[src/rtl/io_serial_port_if.sv]
// CPU I/O bus as seen by a peripheral: strobes, port select, write data and zero-latency read data.
interface io_serial_port_if;
   logic       rd;
   logic       wr;
   logic [1:0] rs;
   logic [7:0] wdata;
   logic [7:0] rdata;

   modport master (output rd, wr, rs, wdata, input rdata);
   modport slave  (input rd, wr, rs, wdata, output rdata);
endinterface

[src/rtl/io_serial_port.sv]
// Four-port I/O responder: 8N1 transmitter behind a small FIFO, single-byte 8N1 receiver
// with overrun/framing flags, and an 8-bit GPIO output/input pair.
module io_serial_port #(
   parameter int unsigned DIV        = 16,
   parameter int unsigned FIFO_DEPTH = 4
) (
   input  logic            clk,
   input  logic            rst,
   io_serial_port_if.slave bus,
   output logic            txd,
   input  logic            rxd,
   output logic [7:0]      gpio_out,
   input  logic [7:0]      gpio_in
);
   localparam int unsigned AW = $clog2(FIFO_DEPTH);
   localparam int unsigned PW = AW + 1;
   localparam int unsigned CW = 8;

   localparam logic [CW-1:0] BAUD_LAST = CW'(DIV - 1);
   localparam logic [CW-1:0] HALF_LAST = CW'(DIV / 2 - 1);

   localparam logic [1:0] ST_IDLE  = 2'd0;
   localparam logic [1:0] ST_START = 2'd1;
   localparam logic [1:0] ST_DATA  = 2'd2;
   localparam logic [1:0] ST_STOP  = 2'd3;

   // Port decode
   logic wr_tx_c, wr_ctl_c, wr_gpio_c, rd_rx_c;

   assign wr_tx_c   = bus.wr && (bus.rs == 2'd0);
   assign wr_ctl_c  = bus.wr && (bus.rs == 2'd1);
   assign wr_gpio_c = bus.wr && (bus.rs == 2'd2);
   assign rd_rx_c   = bus.rd && (bus.rs == 2'd0);

   // TX FIFO; the extra pointer bit distinguishes full from empty
   logic [7:0]    fifo_mem [FIFO_DEPTH];
   logic [PW-1:0] wptr, wptr_d;
   logic [PW-1:0] rptr, rptr_d;
   logic          fifo_empty_c, fifo_full_c, push_c, pop_c;
   logic [7:0]    fifo_head_c;

   assign fifo_empty_c = (wptr == rptr);
   assign fifo_full_c  = (wptr[AW] != rptr[AW]) && (wptr[AW-1:0] == rptr[AW-1:0]);
   assign fifo_head_c  = fifo_mem[rptr[AW-1:0]];
   assign push_c       = wr_tx_c && (!fifo_full_c || pop_c);
   assign wptr_d       = push_c ? wptr + PW'(1) : wptr;
   assign rptr_d       = pop_c  ? rptr + PW'(1) : rptr;

   always_ff @(posedge clk) begin
      if (push_c) fifo_mem[wptr[AW-1:0]] <= bus.wdata;
   end

   // Transmitter
   logic [1:0]    tx_state, tx_state_d;
   logic [CW-1:0] tx_baud, tx_baud_d;
   logic [2:0]    tx_bit, tx_bit_d;
   logic [7:0]    tx_shift, tx_shift_d;
   logic          txd_d;
   logic          tx_idle_c;

   assign tx_idle_c = fifo_empty_c && (tx_state == ST_IDLE);

   always_comb begin
      tx_state_d = tx_state;
      tx_baud_d  = tx_baud;
      tx_bit_d   = tx_bit;
      tx_shift_d = tx_shift;
      txd_d      = txd;
      pop_c      = 1'b0;
      case (tx_state)
         ST_IDLE: begin
            if (!fifo_empty_c) begin
               pop_c      = 1'b1;
               tx_shift_d = fifo_head_c;
               tx_baud_d  = '0;
               txd_d      = 1'b0;
               tx_state_d = ST_START;
            end
         end
         ST_START: begin
            if (tx_baud == BAUD_LAST) begin
               tx_baud_d  = '0;
               tx_bit_d   = '0;
               txd_d      = tx_shift[0];
               tx_shift_d = {1'b0, tx_shift[7:1]};
               tx_state_d = ST_DATA;
            end else begin
               tx_baud_d = tx_baud + CW'(1);
            end
         end
         ST_DATA: begin
            if (tx_baud == BAUD_LAST) begin
               tx_baud_d = '0;
               if (tx_bit == 3'd7) begin
                  txd_d      = 1'b1;
                  tx_state_d = ST_STOP;
               end else begin
                  tx_bit_d   = tx_bit + 3'd1;
                  txd_d      = tx_shift[0];
                  tx_shift_d = {1'b0, tx_shift[7:1]};
               end
            end else begin
               tx_baud_d = tx_baud + CW'(1);
            end
         end
         ST_STOP: begin
            // A queued byte starts immediately so back-to-back frames have no idle gap
            if (tx_baud == BAUD_LAST) begin
               tx_baud_d = '0;
               if (!fifo_empty_c) begin
                  pop_c      = 1'b1;
                  tx_shift_d = fifo_head_c;
                  txd_d      = 1'b0;
                  tx_state_d = ST_START;
               end else begin
                  tx_state_d = ST_IDLE;
               end
            end else begin
               tx_baud_d = tx_baud + CW'(1);
            end
         end
         default: tx_state_d = ST_IDLE;
      endcase
   end

   always_ff @(posedge clk) begin
      if (rst) begin
         tx_state <= ST_IDLE;
         tx_baud  <= '0;
         tx_bit   <= '0;
         tx_shift <= '0;
         txd      <= 1'b1;
         wptr     <= '0;
         rptr     <= '0;
      end else begin
         tx_state <= tx_state_d;
         tx_baud  <= tx_baud_d;
         tx_bit   <= tx_bit_d;
         tx_shift <= tx_shift_d;
         txd      <= txd_d;
         wptr     <= wptr_d;
         rptr     <= rptr_d;
      end
   end

   // Receiver; rxd_q holds the previous synchronised sample for falling-edge detection
   logic          rxd_m, rxd_s, rxd_q;
   logic [1:0]    rx_state, rx_state_d;
   logic [CW-1:0] rx_baud, rx_baud_d;
   logic [2:0]    rx_bit, rx_bit_d;
   logic [7:0]    rx_shift, rx_shift_d;
   logic [7:0]    rx_data, rx_data_d;
   logic          rx_valid, rx_valid_d;
   logic          ovr, ovr_d;
   logic          ferr, ferr_d;
   logic          rx_done_c;

   always_comb begin
      rx_state_d = rx_state;
      rx_baud_d  = rx_baud;
      rx_bit_d   = rx_bit;
      rx_shift_d = rx_shift;
      rx_done_c  = 1'b0;
      case (rx_state)
         ST_IDLE: begin
            if (rxd_q && !rxd_s) begin
               rx_baud_d  = '0;
               rx_state_d = ST_START;
            end
         end
         ST_START: begin
            // Mid-bit recheck rejects short low glitches
            if (rx_baud == HALF_LAST) begin
               rx_baud_d  = '0;
               rx_bit_d   = '0;
               rx_state_d = rxd_s ? ST_IDLE : ST_DATA;
            end else begin
               rx_baud_d = rx_baud + CW'(1);
            end
         end
         ST_DATA: begin
            if (rx_baud == BAUD_LAST) begin
               rx_baud_d  = '0;
               rx_shift_d = {rxd_s, rx_shift[7:1]};
               if (rx_bit == 3'd7) rx_state_d = ST_STOP;
               else                rx_bit_d   = rx_bit + 3'd1;
            end else begin
               rx_baud_d = rx_baud + CW'(1);
            end
         end
         ST_STOP: begin
            if (rx_baud == BAUD_LAST) begin
               rx_baud_d  = '0;
               rx_done_c  = 1'b1;
               rx_state_d = ST_IDLE;
            end else begin
               rx_baud_d = rx_baud + CW'(1);
            end
         end
         default: rx_state_d = ST_IDLE;
      endcase
   end

   // Flag updates: clears first, so a same-edge set always wins; a same-edge read frees the buffer
   always_comb begin
      rx_data_d  = rx_data;
      rx_valid_d = rx_valid && !rd_rx_c;
      ovr_d      = ovr  && !(wr_ctl_c && bus.wdata[3]);
      ferr_d     = ferr && !(wr_ctl_c && bus.wdata[4]);
      if (rx_done_c) begin
         if (!rxd_s) begin
            ferr_d = 1'b1;
         end else if (!rx_valid || rd_rx_c) begin
            rx_data_d  = rx_shift;
            rx_valid_d = 1'b1;
         end else begin
            ovr_d = 1'b1;
         end
      end
   end

   always_ff @(posedge clk) begin
      if (rst) begin
         rxd_m    <= 1'b1;
         rxd_s    <= 1'b1;
         rxd_q    <= 1'b1;
         rx_state <= ST_IDLE;
         rx_baud  <= '0;
         rx_bit   <= '0;
         rx_shift <= '0;
         rx_data  <= '0;
         rx_valid <= 1'b0;
         ovr      <= 1'b0;
         ferr     <= 1'b0;
      end else begin
         rxd_m    <= rxd;
         rxd_s    <= rxd_m;
         rxd_q    <= rxd_s;
         rx_state <= rx_state_d;
         rx_baud  <= rx_baud_d;
         rx_bit   <= rx_bit_d;
         rx_shift <= rx_shift_d;
         rx_data  <= rx_data_d;
         rx_valid <= rx_valid_d;
         ovr      <= ovr_d;
         ferr     <= ferr_d;
      end
   end

   // GPIO
   logic [7:0] gpio_m, gpio_s;

   always_ff @(posedge clk) begin
      if (rst) begin
         gpio_m   <= '0;
         gpio_s   <= '0;
         gpio_out <= '0;
      end else begin
         gpio_m   <= gpio_in;
         gpio_s   <= gpio_m;
         if (wr_gpio_c) gpio_out <= bus.wdata;
      end
   end

   // Read mux, zero when not reading
   always_comb begin
      bus.rdata = '0;
      if (bus.rd) begin
         case (bus.rs)
            2'd0:    bus.rdata = rx_data;
            2'd1:    bus.rdata = {3'b000, ferr, ovr, rx_valid, tx_idle_c, fifo_full_c};
            2'd2:    bus.rdata = gpio_out;
            default: bus.rdata = gpio_s;
         endcase
      end
   end
endmodule

[src/flat_wrapper.sv]
// flat-port wrapper written by rule: the top's interface ports become plain ports
module io_serial_port_flat 
#(
   parameter int unsigned DIV        = 16,
   parameter int unsigned FIFO_DEPTH = 4
)
  (clk, rst, txd, rxd, gpio_out, gpio_in, bus_rd, bus_wr, bus_rs, bus_wdata, bus_rdata);
  io_serial_port_if bus_i ();
  input  logic clk;
  input  logic rst;
  output logic txd;
  input  logic rxd;
  output logic [7:0] gpio_out;
  input  logic [7:0] gpio_in;
  input wire logic [$bits(bus_i.rd)-1:0] bus_rd;
  input wire logic [$bits(bus_i.wr)-1:0] bus_wr;
  input wire logic [$bits(bus_i.rs)-1:0] bus_rs;
  input wire logic [$bits(bus_i.wdata)-1:0] bus_wdata;
  output wire logic [$bits(bus_i.rdata)-1:0] bus_rdata;
  assign bus_i.rd = bus_rd;
  assign bus_i.wr = bus_wr;
  assign bus_i.rs = bus_rs;
  assign bus_i.wdata = bus_wdata;
  assign bus_rdata = bus_i.rdata;
  io_serial_port #(.DIV(DIV), .FIFO_DEPTH(FIFO_DEPTH)) u_core (.clk(clk), .rst(rst), .bus(bus_i), .txd(txd), .rxd(rxd), .gpio_out(gpio_out), .gpio_in(gpio_in));
endmodule
[config.mk]
export PLATFORM = sky130hd
export DESIGN_NAME = io_serial_port_flat
export DESIGN_NICKNAME = d
export VERILOG_FILES = /design/src/rtl/io_serial_port_if.sv /design/src/rtl/io_serial_port.sv /design/src/flat_wrapper.sv
export SDC_FILE = /design/constraint.sdc
export NUM_CORES = 1
export LEC_CHECK = 0
export BUFFER_PORTS_ARGS = -buffer_cell sky130_fd_sc_hd__clkbuf_2
export CAP_MARGIN = 20
export CORE_MARGIN = 4
export CORE_UTILIZATION = 64
export CTS_BUF_LIST = sky130_fd_sc_hd__clkbuf_8 sky130_fd_sc_hd__clkbuf_16
export DETAILED_ROUTE_END_ITERATION = 6
export GPL_TIMING_DRIVEN = 0
export PLACE_DENSITY = 0.85
export SYNTH_ARGS = -nofsm -noshare
export SYNTH_HDL_FRONTEND = slang
export SYNTH_SLANG_ARGS = --single-unit
[constraint.sdc]
create_clock -name clk -period 4.5 [get_ports clk]
set_input_delay 0.9 -clock clk [delete_from_list [all_inputs] [get_ports clk]]
set_output_delay 0.9 -clock clk [all_outputs]
set_load 0.01 [all_outputs]
# == Yosys cells after proc, flatten, opt, wreduce, memory -nomap -nowiden ==
# Memories as Yosys holds them, arrays and structs flattened. A register that Yosys moved wholly into a read port is not among the register bits.
# Index checks and enable logic that the tools add are counted.
# classes
n_addsub,6
n_eq_ne,28
muxes,60
n_reduce_logical,36
# ops
operator,n
8-bit 2-to-1 mux,11
8-bit one-hot mux with 3 select lines,2
8-bit one-hot mux with 4 select lines,1
2-bit 2-to-1 mux,13
1-bit 2-to-1 mux,20
3-bit 2-to-1 mux,6
2-bit by 1-bit != test with 1-bit output (second input constant),9
8-bit by 1-bit adder with 8-bit output (second input constant),2
8-bit by 4-bit == test with 1-bit output (second input constant),2
2-bit one-hot mux with 4 select lines,2
8-bit one-hot mux with 2 select lines,1
1-bit logical AND,13
3-bit by 1-bit adder with 3-bit output (second input constant),4
3-bit one-hot mux with 2 select lines,2
4-bit AND reduction,3
2-bit == test (second input constant),5
5-bit AND reduction,2
8-bit by 3-bit == test with 1-bit output (second input constant),1
2-bit by 1-bit == test with 1-bit output (second input constant),3
3-bit == test (second input constant),2
1-bit zero test,6
2-bit zero test,3
2-bit != test (second input constant),3
3-bit AND reduction,2
10 further kinds,12
# totals
register_bits,87
ramBits,32
output_inout_bits,17
mem_count,1
# mem_list
name,depth,word_bits,read_ports,rd_clocked_by_memory_dff,write_ports,line,rtl
u_core.fifo_mem,4,8,1,1,1,io_serial_port.sv:36,logic [7:0] fifo_mem [FIFO_DEPTH];

# == Depth between registers and ports, before layout ==
# logic_depth
ltp_word,8
depth_mapped,8
depth_no_buf,7

# == Worst setup path after synthesis ==
# OpenSTA, ideal clock, no wires.
# synth_timing
kind,in2out
start,input bus_rs[1]
end,output bus_rdata[1]
t_arrival_ns,1.961
required_ns,3.600
setup_slack_ns,1.639
path_stages,3
cell_sequence,buf_1 -> mux4_2 -> and2_1
# synth_via
elab_chain_len,3
elab_cells_between_ends,5
# synth_lines
item,line,rtl
start: declaration,flat_wrapper.sv:17,input wire logic [$bits(bus_i.rs)-1:0] bus_rs;
"2-bit == test, or another cell as far along",io_serial_port.sv:269,case (bus.rs)
8-bit one-hot mux with 3 select lines *,io_serial_port.sv:269,
8-bit 2-to-1 mux *,io_serial_port.sv:268,if (bus.rd) begin
end: declaration,flat_wrapper.sv:19,output wire logic [$bits(bus_i.rdata)-1:0] bus_rdata;
# Mark *: on every way between the ends. The rest lies on a longest branch, timed or not.

# == Worst setup path in the final report ==
# layout_timing
start,register u_core.wptr[1]
end,output bus_rdata[1]
# layout_via
elab_chain_len,4
# layout_lines
item,line,rtl
start: declaration,io_serial_port.sv:37,"logic [PW-1:0] wptr, wptr_d;"
start signal: assignment,io_serial_port.sv:141,wptr <= wptr_d;
3-bit == test,io_serial_port.sv:42,assign fifo_empty_c = (wptr == rptr);
1-bit logical AND,io_serial_port.sv:61,assign tx_idle_c = fifo_empty_c && (tx_state == ST_IDLE);
8-bit one-hot mux with 3 select lines,io_serial_port.sv:269,
8-bit 2-to-1 mux,io_serial_port.sv:268,
# No other way between the ends.

==> results.yml <==
run_status:
  status: "finished, final reports clean"
setup_path:
  crit_fanout: 5
  path_class: "register to primary output"
  crit_path_end_kind: "primary output"
  critPathRequiredTime_ps: 3600
  critPathArrivalTime_ps: 2460
  rrSetupSlack_ps: 2010
  cp-start-kind: "register"
timing:
  max_slew_margin: 0.259
  post-route-period-util: 0.748
  fmax_mhz: 297
  setup-tns-final_ps: 0
  hold_ws_ps: 410
  hold_viol_final: 0
  worst_pin_slew_ps: 1110
  setup_viol: 0
  rsz0062_at_grt: "no"
  drv_slew: 0
  fin_crit_ps: 3360
  clock_skew_ps: 9.38
hold_path:
  hold_path.class: "register to register"
layout:
  diodes: 0
  final_common_cell: "dfxtp_1"
  design_area_sq_mm: 0.00604
  drive_above_1_share: 0.201
  nets: 550
  area_delta_synth_final_pct: 16.8
  fillCellCount: 462
  layout_common_cells: "dfxtp_1, nor2_1, clkbuf_2, mux2i_1, edfxtp_1"
  final_cells: 625
clock_network:
  cts_sinks: 121
  cts_made_buffers: 17
  cts_hold_buf: 0
  cts_resized: 0
  cts_tree: "yes"
  clock_latency_ps: 520
  ctsLongestPathBuffers: 2
  htreeDepth: 4
  clk_pin_slew_ps: 60
  root_buffer: "clkbuf_8"
  post-cts-setup-buffers: 0
placement:
  placed_area_sq_mm: 0.00549
  hpwl_um: 7660
  place_inst: 594
  place.gp.congestion: 0.827
  place.port_buffers: 38
logic_synthesis:
  ys.flop_type: "dfxtp_1"
  synth_top_area_frac: 0.345
  yosysTopAreaCell: "dfxtp_1"
  avgSynthCellArea_sq_um: 11.4
  synthCells: 454
  synth_cell_type_count: 53
  synth_fp_nets: 493
  synth_area_sq_mm: 0.00517
  ys_async_sr_fraction: 0
  ys_seq_elements: 121
  yosysSeqAreaShare: 0.531
  yosysWarnings: 0
  synth_edf_count: 32
  ys_top_cells_by_area: "dfxtp_1, edfxtp_1, mux2i_1, mux4_2, nor2_1"
routing:
  firstDrtPassIters: 5
  drc_errors: 0
  postRouteAntennaNets: 0
  drt-vias-per-instance: 6.16
  totalWireLength_um: 12100
  drtIter0Drc: 238
  num_vias: 3853
  wl_per_cell_um: 19.3
die:
  io_pins: 40
  start_util: 0.662
  fp.dieW_um: 97.9
  die_area_sq_mm: 0.00958
  fp-row-count: 32
  fp.coreArea_sq_mm: 0.00781
  fp.dieH_um: 97.9
grt:
  overflow: 0
  grt_pass1_vias: 3924
  grt_usage: 0.266
  grt_pass1_wl_um: 19900
  antenna_found_initial: 0
  grt_max_degree: 17
power_and_ir_drop:
  irDropWorstVdd_v: 0.000421
  leakage_nw: 2.43
  p_per_area_mw_per_mm2: 535
flow_run:
  cap_viol_max_count: 0
metrics by stage:
step	setup slack, ps	power, mW	util
2_1_floorplan	1640	1.78	-
3_3_place_gp	1270	1.92	0.703
3_5_place_dp	1200	1.95	0.703
4_1_cts	1170	3.22	0.773
5_1_grt	1060	3.37	0.773
6_report	1140	3.23	0.773
final cells by class:
| type | count | area [sq um] | share of cell area |
|---|---|---|---|
| inverter | 9 | 33.8 | 0.00559 |
| tap | 102 | 128 | 0.0211 |
| clock buffer | 19 | 442 | 0.0731 |
| sequential | 121 | 2740 | 0.454 |
| timing repair buffer | 38 | 190 | 0.0315 |
| clock inverter | 12 | 110 | 0.0182 |
| buffer | 21 | 114 | 0.0189 |
| multi-input combinational | 303 | 2280 | 0.377 |
worst paths after layout:
kind	start	endpoint	cells past startpoint
setup / recovery	u_core.wptr[1]	bus_rdata[1]	6
hold / removal	u_core.rxd_m	u_core.rxd_s	1
setup reg to reg	u_core.tx_baud[0]	u_core.wptr[2]	7
hold reg to reg	u_core.rxd_m	u_core.rxd_s	1
logic make-up after synthesis:
| logic type | count (synthesis) | synth area share |
|---|---|---|
| DFF | 121 | 0.531 |
| buffers and inverters | 30 | 0.0286 |
| xor gates and xnor gates | 11 | 0.0186 |
| AOI/OAI and AO/OA | 63 | 0.0840 |
| adders and majority gates | 16 | 0.0387 |
| muxes | 51 | 0.131 |
| and+or+nand+nor | 162 | 0.168 |
where the power goes:
| group | internal, mW | switching, mW | leakage [nW] |
|---|---|---|---|
| Clock | 0.801 | 0.469 | 0.287 |
| Combinational | 0.279 | 0.426 | 1.13 |
| Sequential | 1.20 | 0.0518 | 1.01 |
| Total | 2.28 | 0.946 | 2.43 |
state kept, by name, indices dropped and copies added (netlist names), named ones only:
signal and cells:
u_core.rx_valid 1, u_core.txd 1, u_core.rx_state 1, u_core.rx_data 8
u_core.rxd_s 1, u_core.tx_bit 3, u_core.rx_shift 8, u_core.rx_baud 8
u_core.tx_baud 8, u_core.rptr 3, u_core.rx_bit 3, u_core.tx_state 2
u_core.gpio_s 8, u_core.ovr 1, u_core.gpio_out 8, u_core.rxd_q 1
u_core.wptr 3, u_core.tx_shift 8, u_core.ferr 1, u_core.rxd_m 1
u_core.gpio_m 8, u_core.fifo_mem 32
synthesized netlist by cell type, types with 2 or more instances:
cell type	instances
nor2_1	57
nand3b_1	4
dfxtp_1	89
mux2_2	3
and2_1	8
a21oi_1	19
inv_1	9
o211a_1	2
or3_1	3
nand2b_1	9
or4_1	2
mux2i_1	35
or2_2	5
o21ai_0	9
nand2_1	14
or4_2	2
nor2b_1	20
clkbuf_8	3
o22ai_1	2
a211oi_1	8
and3_1	6
clkbuf_1	15
nor3_1	6
xnor2_1	7
a311oi_1	5
edfxtp_1	32
nor3b_1	3
xor2_1	4
a21bo_2	2
a22oi_1	8
a31oi_1	2
nand4b_1	3
mux4_2	13
ha_1	16
nand3_1	11
critical path: stages (launching register included):
cell and delay (ps):
dfxtp_1 360, xnor2_1 340, nand3_1 230, nor2_1 390
mux4_2 320, and2_1 150, clkbuf_2 150
routing by layer:
layer,track usage,vias to the layer above,routed length [um]
li1,-,1753,-
met1,0.316,1882,4870
met2,0.453,184,6120
met3,0.0750,34,813
met4,0.110,0,287
met5,0,-,0
(Power assumes the default switching activity.)
